--- src/rtl/muldiv_seq.sv ---
// muldiv_seq: iterative 32-bit multiply/divide sequencer driving the HI/LO write path
//   clk       in  1  : rising-edge clock
//   rst       in  1  : asynchronous active-high reset
//   start     in  1  : EX holds a mul/div op, held until accepted
//   funct     in  2  : 00 mult, 01 multu, 10 div, 11 divu
//   src_a     in  32 : multiplicand / dividend
//   src_b     in  32 : multiplier / divisor
//   hilo_read in  1  : EX holds mfhi/mflo/mthi/mtlo
//   flush     in  1  : abort any in-flight op
//   busy      out 1  : op in RUN or DONE
//   stall     out 1  : freeze IF/ID/EX
//   multWe    out 1  : one-cycle HI/LO write strobe
//   busmult   out 64 : {HI, LO} result
module muldiv_seq (
   input  logic        clk,
   input  logic        rst,
   input  logic        start,
   input  logic [1:0]  funct,
   input  logic [31:0] src_a,
   input  logic [31:0] src_b,
   input  logic        hilo_read,
   input  logic        flush,
   output logic        busy,
   output logic        stall,
   output logic        multWe,
   output logic [63:0] busmult
);
   typedef enum logic [1:0] {IDLE, RUN, DONE} state_t;
   state_t state, state_n;
   logic        is_div, sign_a, sign_b;
   logic [4:0]  cnt;
   logic [31:0] opnd;
   logic [63:0] acc, res;
   logic        is_signed, div_zero, accept, neg;
   logic [31:0] abs_a, abs_b, quo, rem;
   logic [32:0] mul_sum;
   logic [33:0] div_diff;
   logic [63:0] mul_n, div_n, prod, fixed;
   assign is_signed = ~funct[0];
   assign abs_a     = (is_signed & src_a[31]) ? -src_a : src_a;
   assign abs_b     = (is_signed & src_b[31]) ? -src_b : src_b;
   assign div_zero  = funct[1] & (src_b == 32'd0);
   assign accept    = (state == IDLE) & start & ~flush;
   // multiply: acc = {product_hi, multiplier}; add into upper half, shift right
   assign mul_sum = {1'b0, acc[63:32]} + (acc[0] ? {1'b0, opnd} : 33'd0);
   assign mul_n   = {mul_sum, acc[31:1]};
   // divide: acc = {rem, quot}; the shifted remainder needs 33 bits before the trial subtract
   assign div_diff = {1'b0, acc[63:31]} - {2'b00, opnd};
   assign div_n    = {div_diff[33] ? acc[62:31] : div_diff[31:0], acc[30:0], ~div_diff[33]};
   // sign fix-up on the unsigned magnitudes; remainder follows the dividend
   assign neg   = sign_a ^ sign_b;
   assign prod  = neg ? -acc : acc;
   assign quo   = neg ? -acc[31:0] : acc[31:0];
   assign rem   = sign_a ? -acc[63:32] : acc[63:32];
   assign fixed = is_div ? {rem, quo} : prod;
   always_ff @(posedge clk or posedge rst)
      if (rst) state <= IDLE;
      else state <= state_n;
   always_comb begin
      state_n = flush              ? IDLE :
                (state == IDLE)    ? (start ? (div_zero ? DONE : RUN) : IDLE) :
                (state == RUN)     ? ((cnt == 5'd0) ? DONE : RUN) :
                                     IDLE;
   end
   always_comb begin
      busy    = state != IDLE;
      stall   = busy & (start | hilo_read);
      multWe  = (state == DONE) & ~flush;
      busmult = (state == DONE) ? fixed : res;
   end
   always_ff @(posedge clk or posedge rst) begin
      if (rst) begin
         is_div <= 1'b0;
         sign_a <= 1'b0;
         sign_b <= 1'b0;
         cnt    <= 5'd0;
         opnd   <= 32'd0;
         acc    <= 64'd0;
         res    <= 64'd0;
      end else begin
         if (accept) begin
            is_div <= funct[1];
            // divide by zero bypasses the fix-up so HI keeps the raw dividend
            sign_a <= is_signed & src_a[31] & ~div_zero;
            sign_b <= is_signed & src_b[31] & ~div_zero;
            cnt    <= 5'd31;
            opnd   <= funct[1] ? abs_b : abs_a;
            acc    <= div_zero ? {src_a, 32'hFFFF_FFFF} : {32'd0, funct[1] ? abs_a : abs_b};
         end else if (state == RUN) begin
            acc <= is_div ? div_n : mul_n;
            cnt <= cnt - 5'd1;
         end
         if (multWe) res <= fixed;
      end
   end
endmodule

--- config.mk ---
export PLATFORM = sky130hd
export DESIGN_NAME = muldiv_seq
export DESIGN_NICKNAME = d
export VERILOG_FILES = /design/src/rtl/muldiv_seq.sv
export SDC_FILE = /design/constraint.sdc
export NUM_CORES = 1
export LEC_CHECK = 0
export ABC_AREA = 1
export ABC_CLOCK_PERIOD_IN_PS = 14800
export CORE_UTILIZATION = 43
export CTS_BUF_LIST = sky130_fd_sc_hd__clkbuf_2
export DETAILED_ROUTE_END_ITERATION = 7
export GPL_ROUTABILITY_DRIVEN = 0
export PLACE_DENSITY_LB_ADDON = 0.05
export SLEW_MARGIN = 0
export SYNTH_ARGS = -nofsm -noshare
export SYNTH_HDL_FRONTEND = slang
export SYNTH_SLANG_ARGS = --single-unit
--- constraint.sdc ---
create_clock -name clk -period 14.8 [get_ports clk]
set_clock_uncertainty 0.05 [all_clocks]
set_input_delay 2.22 -clock clk [delete_from_list [all_inputs] [get_ports clk]]
set_output_delay 2.22 -clock clk [all_outputs]
set_load 0.05 [all_outputs]
==> results of run 1 <==
## area by class of cell
cell class / instances / area share [%]
Multi-Input combinational cell: 2320 / 59.2
Clock buffer: 19 / 0.483
Antenna cell: 2 / 0.0254
Timing Repair Buffer: 154 / 7.61
Clock inverter: 13 / 0.394
Inverter: 380 / 7.27
Sequential cell: 170 / 21.6
Tap cell: 532 / 3.38
## through the flow
stage	power [mW]	area, µm²	utilization, %	std cells
2_1_floorplan	2.49	17800	-	2973
3_3_place_gp	3.22	19500	47.8	3556
3_5_place_dp	3.24	19500	47.8	3556
4_1_cts	3.49	19700	48.2	3588
5_1_grt	3.86	19700	48.2	3589
6_report	3.54	19700	48.2	3590
## worst reg2reg max path, stage by stage, from the launching register on
cell and delay (ns):
dfrtp_1 0.39, buf_4 0.26, clkinv_1 0.59, nor2_4 0.25, buf_4 0.52, inv_1 0.61
o21ai_0 0.60, o21ai_0 0.24, a21oi_1 0.17
## flip-flops by register name, indices dropped and copies added, names as in the netlist
register / flops
state: 2
res: 64
acc: 64
cnt: 5
is_div: 1
sign_a: 1
sign_b: 1
opnd: 32
## Yosys cell counts, types with 9 or more instances
| cell type | count |
|---|---|
| o21ai_1 | 13 |
| o21ai_0 | 200 |
| ha_1 | 70 |
| nand4_1 | 38 |
| dfrtp_1 | 170 |
| nor3_1 | 35 |
| nand3b_1 | 11 |
| o221ai_1 | 15 |
| a22oi_1 | 30 |
| o211ai_1 | 38 |
| a221oi_1 | 10 |
| nand2_1 | 982 |
| xnor2_1 | 34 |
| xor2_1 | 92 |
| inv_1 | 366 |
| o21bai_1 | 9 |
| buf_2 | 24 |
| nand3_1 | 187 |
| a21oi_1 | 127 |
| inv_2 | 11 |
| nor2_2 | 11 |
| clkbuf_1 | 64 |
| nor2_1 | 333 |
## layer usage
metal | up-vias | track usage [%]
met2 | 892 | 51.5
li1 | 9714 | -
met4 | 0 | 18.1
met5 | - | 0
met3 | 179 | 6.43
met1 | 9293 | 44.8
## worst max path at each step
stage / startpoint / end / cells after the start
CTS: sign_a / busmult[55] / 11
global route: sign_a / busmult[54] / 11
finish: sign_a / busmult[55] / 11
global placement: flush / multWe / 4
detailed placement: flush / multWe / 4
floorplan: rst / acc[0] / 1
## power by group
group          total, mW  internal (mW)  switching [mW]
Clock              0.234         0.0433           0.191
Sequential         0.905          0.579           0.327
Combinational       2.40          0.799            1.60
## cells by family after synthesis
group / count (synthesis)
compound gates: 480
buf+inv: 483
xor+xnor: 126
flops: 170
simple gates: 1642
fa+ha+maj: 72
==> impl_results.md, run 1 <==
- Slew Limit Fails: 0
- Dpl ws: about 8.2 ns
- Worst-path fanout max: 19
- Core Rows: 74
- CTS tree: yes
- Critical Path Start Type: flop
- Setup slack, reg-to-reg: about 11 ns
- Total GRT Usage: approximately a third
- Vias: 20100
- Wire length on met1: between 20000 and 30000 µm
- Setup violators final: 0
- FF+latch count, synth: 170
- Post-synth top area share: a little under a quarter
- Synth async-reset ratio: between 90% and 100%
- Post-route ant nets: 0
- Met2 WL: 30800 µm
- Status: finished, final reports clean
- WHS Endpoint: res[44]
- Worst-Skew Late Latency: roughly 1.0 ns
- CP delay by family, top: simple AND/OR/NAND/NOR gates
- Register area share after synthesis: between 20% and 30%
- Synth Area in Compound Gates: around 16%
- Met3 routed WL: around 6000 µm
- Area leader, netlist: dfrtp_1
- Drt wl/cell: approximately 19 µm
- Worst EP required: about 13 ns
- Worst r2r src: is_div
- CTS max path bufs: 2
- CTS root buf: clkbuf_2
- Max VDD drop: approximately 0.089 mV
- Synth Cell Area: 17800 µm²
- Global route overflow: 0
- Cells after Synth: 2973
- Die width: just over 200 µm
- DRC: 0
- Share of cells above drive strength 1: 3.57%
- Largest net degree at the start of global routing: between 80 and 90
- Antenna violations before repair: 2
- Worst Hold Launch: res[44]
- Main combinational cell family by area after synthesis: simple AND/OR/NAND/NOR gates
- Syn nets: 3116
- Critical Path, Cell by Cell: or2_1 > nand2_2 > nor2_2 > inv_1 > nand2_1 > nand2_1 > o211ai_1 > xor2_1 > nand2_1 > nand2_1 > clkdlybuf4s50_1
- H-tree depth: 4
- Cell leakage power: between 9 and 10 nW
- CP bufs+invs: 2
- Number of flops mapped to enable cells by yosys: 0
- Hold path cells: 2
- Rel. slew slack: between 30% and 40%
- Depth of the worst register-to-register path: 8
- Final hold vios: 0
- Final critical-path required period: between 7 and 8 ns
- Highest Signal Layer: met4
- Synth Area in XOR/XNOR: under 10%
- Worst Tran Pin Value: 0.903 ns
- Adder-Cell Fraction of Synth Area: under 10%
- Reg clk slew, reported paths: roughly 0.27 ns
- Yosys cell types: between 50 and 60
- Worst Setup Slack, final: between 7 and 8 ns
- Critical path class: flop to primary output
- DRT Pass-1 Iters: 6
- Top Ports: ~140
- P&R area growth vs syn: 10.6%
- Nets: 3186
- Worst path max stage delay: 0.86 ns
- Fmax: around 140 MHz
- Synthesized area per cell: roughly 6 µm²
- Area of the multi-input gates: ~12000 µm²
- Die Area: 42200 µm²
- Core ar.: 40800 µm²
- Yosys warns: 0
- Max_cap viols: 0
- Drt total wl: between 60000 and 70000 µm
- 1st-iter DRT viols: around 2100
- Hold Slack: ~0.46 ns
- Clock sink count: between 150 and 200
- Crit-path most repeated cell: nand2_1
- Post-CTS setup buffers: 0
- Filler instances: about 4400
- PwrDens: around 180 nW/µm²
- Wire length of the first global-routing pass: around 110000 µm
- Most frequent cells in the layout: nand2_1 (982), inv_1 (363), nor2_1 (332), o21ai_0 (200), nand3_1 (187)
- CP endpoint kind: primary output
- Synth Flop Type: dfrtp_1
- # port buffers: 137
- Worst endpoint data arrival time: ~4.8 ns
- Period Utilization, post-route: about 47%
- Slowest stage cell, crit path: dfrtp_1
- Worst min-delay path category: flop to flop
- Register area: 4250 µm²
- CTS resizes: 0
- Hold bufs inserted after CTS: 0
- Routed vias/inst: 5.59
- Most common cell after layout, fill and taps aside: nand2_1
- Post-synthesis mux area share: 0%
- Number of global-route vias before repair: between 15000 and 20000
- Area contributors post-synth: dfrtp_1 (24%), nand2_1 (21%), inv_1 (7.7%)
- Die height: about 210 µm
- Worst r2r dst: acc[56]
- Initial core utilization: between 40% and 50%
- TNS Setup: 0 ns
- Total CTS buffers: 17
- RSZ-0062 raised after global routing: false
- Post-synthesis simple-gate area fraction: a little under two fifths
- Post-DP HPWL: ~55000 µm
No activity file was read; power rests on OpenSTA's default activity.
==> run 2: changes to the inputs <==
--- a/config.mk
+++ b/config.mk
@@ -6,7 +6,7 @@
 export NUM_CORES = 1
 export LEC_CHECK = 0
 export ABC_AREA = 1
-export ABC_CLOCK_PERIOD_IN_PS = 14800
+export ABC_CLOCK_PERIOD_IN_PS = 5600
 export CORE_UTILIZATION = 43
 export CTS_BUF_LIST = sky130_fd_sc_hd__clkbuf_2
 export DETAILED_ROUTE_END_ITERATION = 7
==> constraint.sdc (replaced) <==
create_clock -name clk -period 5.6 [get_ports clk]
set_clock_uncertainty 0.05 [all_clocks]
set_input_delay 0.84 -clock clk [delete_from_list [all_inputs] [get_ports clk]]
set_output_delay 0.84 -clock clk [all_outputs]
set_load 0.05 [all_outputs]
==> run 2 against run 1 <==
  * The run now ends with DRC left
  * First-iteration DRC count grew 24%
  * Wire length grew 2.9%
  * Clock power grew to 3.7 times the previous value
  * Hold slack lost 0.14 ns
  * Combinational power grew to 2.7 times the previous value
  * Critical path depth grew 4
  * Utilization grew 0.44 points
  * Critical path type unchanged
  * Largest power group unchanged
==> impl_results.md, run 2 (synthesis gave the netlist of run 1 again) <==
- Cell leakage power: 9.99 nW
- Most common cell after layout, fill and taps aside: nand2_1
- Worst-Skew Late Latency: between 0.9 and 1 ns
- Hold bufs inserted after CTS: 0
- Top Registers: acc: 64 flops, res: 64 flops, opnd: 32 flops
- Final critical-path required period: about 5.4 ns
- Worst r2r dst: acc[56]
- Worst Tran Pin Value: 1.07 ns
- Period Utilization, post-route: approximately 96%
- Post-CTS setup buffers: 0
- Largest net degree at the start of global routing: 95
- DRC: 1
- Crit path from: acc[32]
- Total CTS buffers: 17
- CTS resizes: 0
- Critical Path Start Type: flop
- H-tree depth: 4
- CP endpoint kind: primary output
- 1st-iter DRT viols: ~2600
- Top Ports: about 140
- Drt total wl: about 72000 µm
- Post-route ant nets: 0
- Global route overflow: 0
- Total Power: around 9.7 mW
- Die height: between 200 and 250 µm
- # port buffers: about 140
- CTS root buf: clkbuf_2
- Drt wl/cell: 20.0 µm
- Max VDD drop: 0.202 mV
- Critical path class: flop to primary output
- Worst path max stage delay: roughly 0.8 ns
- Fmax: roughly 190 MHz
- CTS max path bufs: 2
- Slew Limit Fails: 0
- Violated checks: DRC
- Crit-path most repeated cell: nand2_1
- Share of cells above drive strength 1: under 10%
- Rel. slew slack: between 20 and 30%
- Setup crit end: busmult[60]
- Depth of the worst register-to-register path: 10
- DRT Pass-1 Iters: 8
- Worst-path fanout max: 8
- Nets: 3185
- Number of global-route vias before repair: ~19000
- Cell area after layout: slightly below 20000 µm²
- CTS tree: yes
- Total GRT Usage: between 30 and 40%
- Max_cap viols: 0
- PwrDens: slightly below 500 nW/µm²
- Post-DP HPWL: between 50000 and 60000 µm
- Antenna violations before repair: 2
- Final hold vios: 0
- P&R area growth vs syn: 11.6%
- Core ar.: around 40000 µm²
- Setup violators final: 0
- Dpl cell area: about 20000 µm²
- Core Rows: 74
- Vias: 20400
- Routed vias/inst: 5.67
- Die Area: 42200 µm²
- Filler instances: approximately 4400
- Setup slack, reg-to-reg: about 1.9 ns
- Wire length of the first global-routing pass: approximately 110000 µm
- Die width: 205 µm
- Initial core utilization: a little over two fifths
- Clock sink count: 170
- Hold Slack: 0.326 ns
- Status: complete, but fails checks
- Reg clk slew, reported paths: roughly 0.30 ns
- Worst EP required: roughly 4.7 ns
- Slowest stage cell, crit path: clkdlybuf4s50_1
- Critical Path, Cell by Cell: inv_1 > ha_1 > nand2_1 > nor2_1 > nand2_1 > nor2_1 > nand2_1 > xor2_1 > nand2_1 > nand2_1 > nand2_1 > nand2_1 > nand2_1 > nand2_1 > clkdlybuf4s50_1
- Worst r2r src: acc[53]
- Most frequent cells in the layout: nand2_1 (982), inv_1 (363), nor2_1 (332), o21ai_0 (200), nand3_1 (187)
- Worst min-delay path category: input port to async pin
- Worst endpoint data arrival time: between 4 and 5 ns
==> run 2: how the worst min path moves through the flow <==
stage,from,to,slack [ns]
floorplan,res[34],res[34],0.40
global placement,res[32],res[32],0.41
detailed placement,res[45],res[45],0.42
CTS,rst,cnt[3],0.35
global route,rst,cnt[3],0.39
finish,rst,cnt[3],0.33
==> run 2: power by group <==
| group | internal (mW) | switching, mW | leakage [nW] |
|---|---|---|---|
| combinational | 2.12 | 4.36 | 7.74 |
| sequential | 1.53 | 0.840 | 2.06 |
| clock | 0.353 | 0.517 | 0.183 |
==> run 2: worst max-delay path: cells and delay by family (launching register included) <==
kind | cells | cell delay (ns)
buf+inv | 2 | 1.13
xor+xnor | 1 | 0.15
simple gates | 11 | 1.41
flops | 1 | 0.56
fa+ha+maj | 1 | 0.31
==> run 2: layer usage <==
layer | track usage [%] | routed length, µm | up-vias
met5 | 0 | 0 | -
li1 | - | - | 9706
met3 | 4.59 | 5860 | 189
met4 | 18.8 | 3930 | 0
met1 | 45.9 | 30500 | 9498
met2 | 52.7 | 31600 | 997
==> run 2: metrics by stage <==
step	util, %	instances	TNS [ns]	setup slack (ns)
2_1_floorplan	-	2973	0	0.107
3_3_place_gp	47.8	3555	0	1.25
3_5_place_dp	47.8	3555	0	1.26
4_1_cts	48.6	3587	0	0.138
5_1_grt	48.7	3592	-0.0372	-0.0356
6_report	48.7	3594	0	0.198
==> run 2: layout make-up <==
class	instances	area [µm²]	area share (%)
Clock buffer	20	100	0.504
Clock inverter	12	211	1.06
Tap cell	532	666	3.35
Timing Repair Buffer	153	1520	7.66
Sequential cell	170	4250	21.4
Inverter	380	1430	7.21
Antenna cell	7	17.5	0.0881
Multi-Input combinational cell	2320	11700	58.7
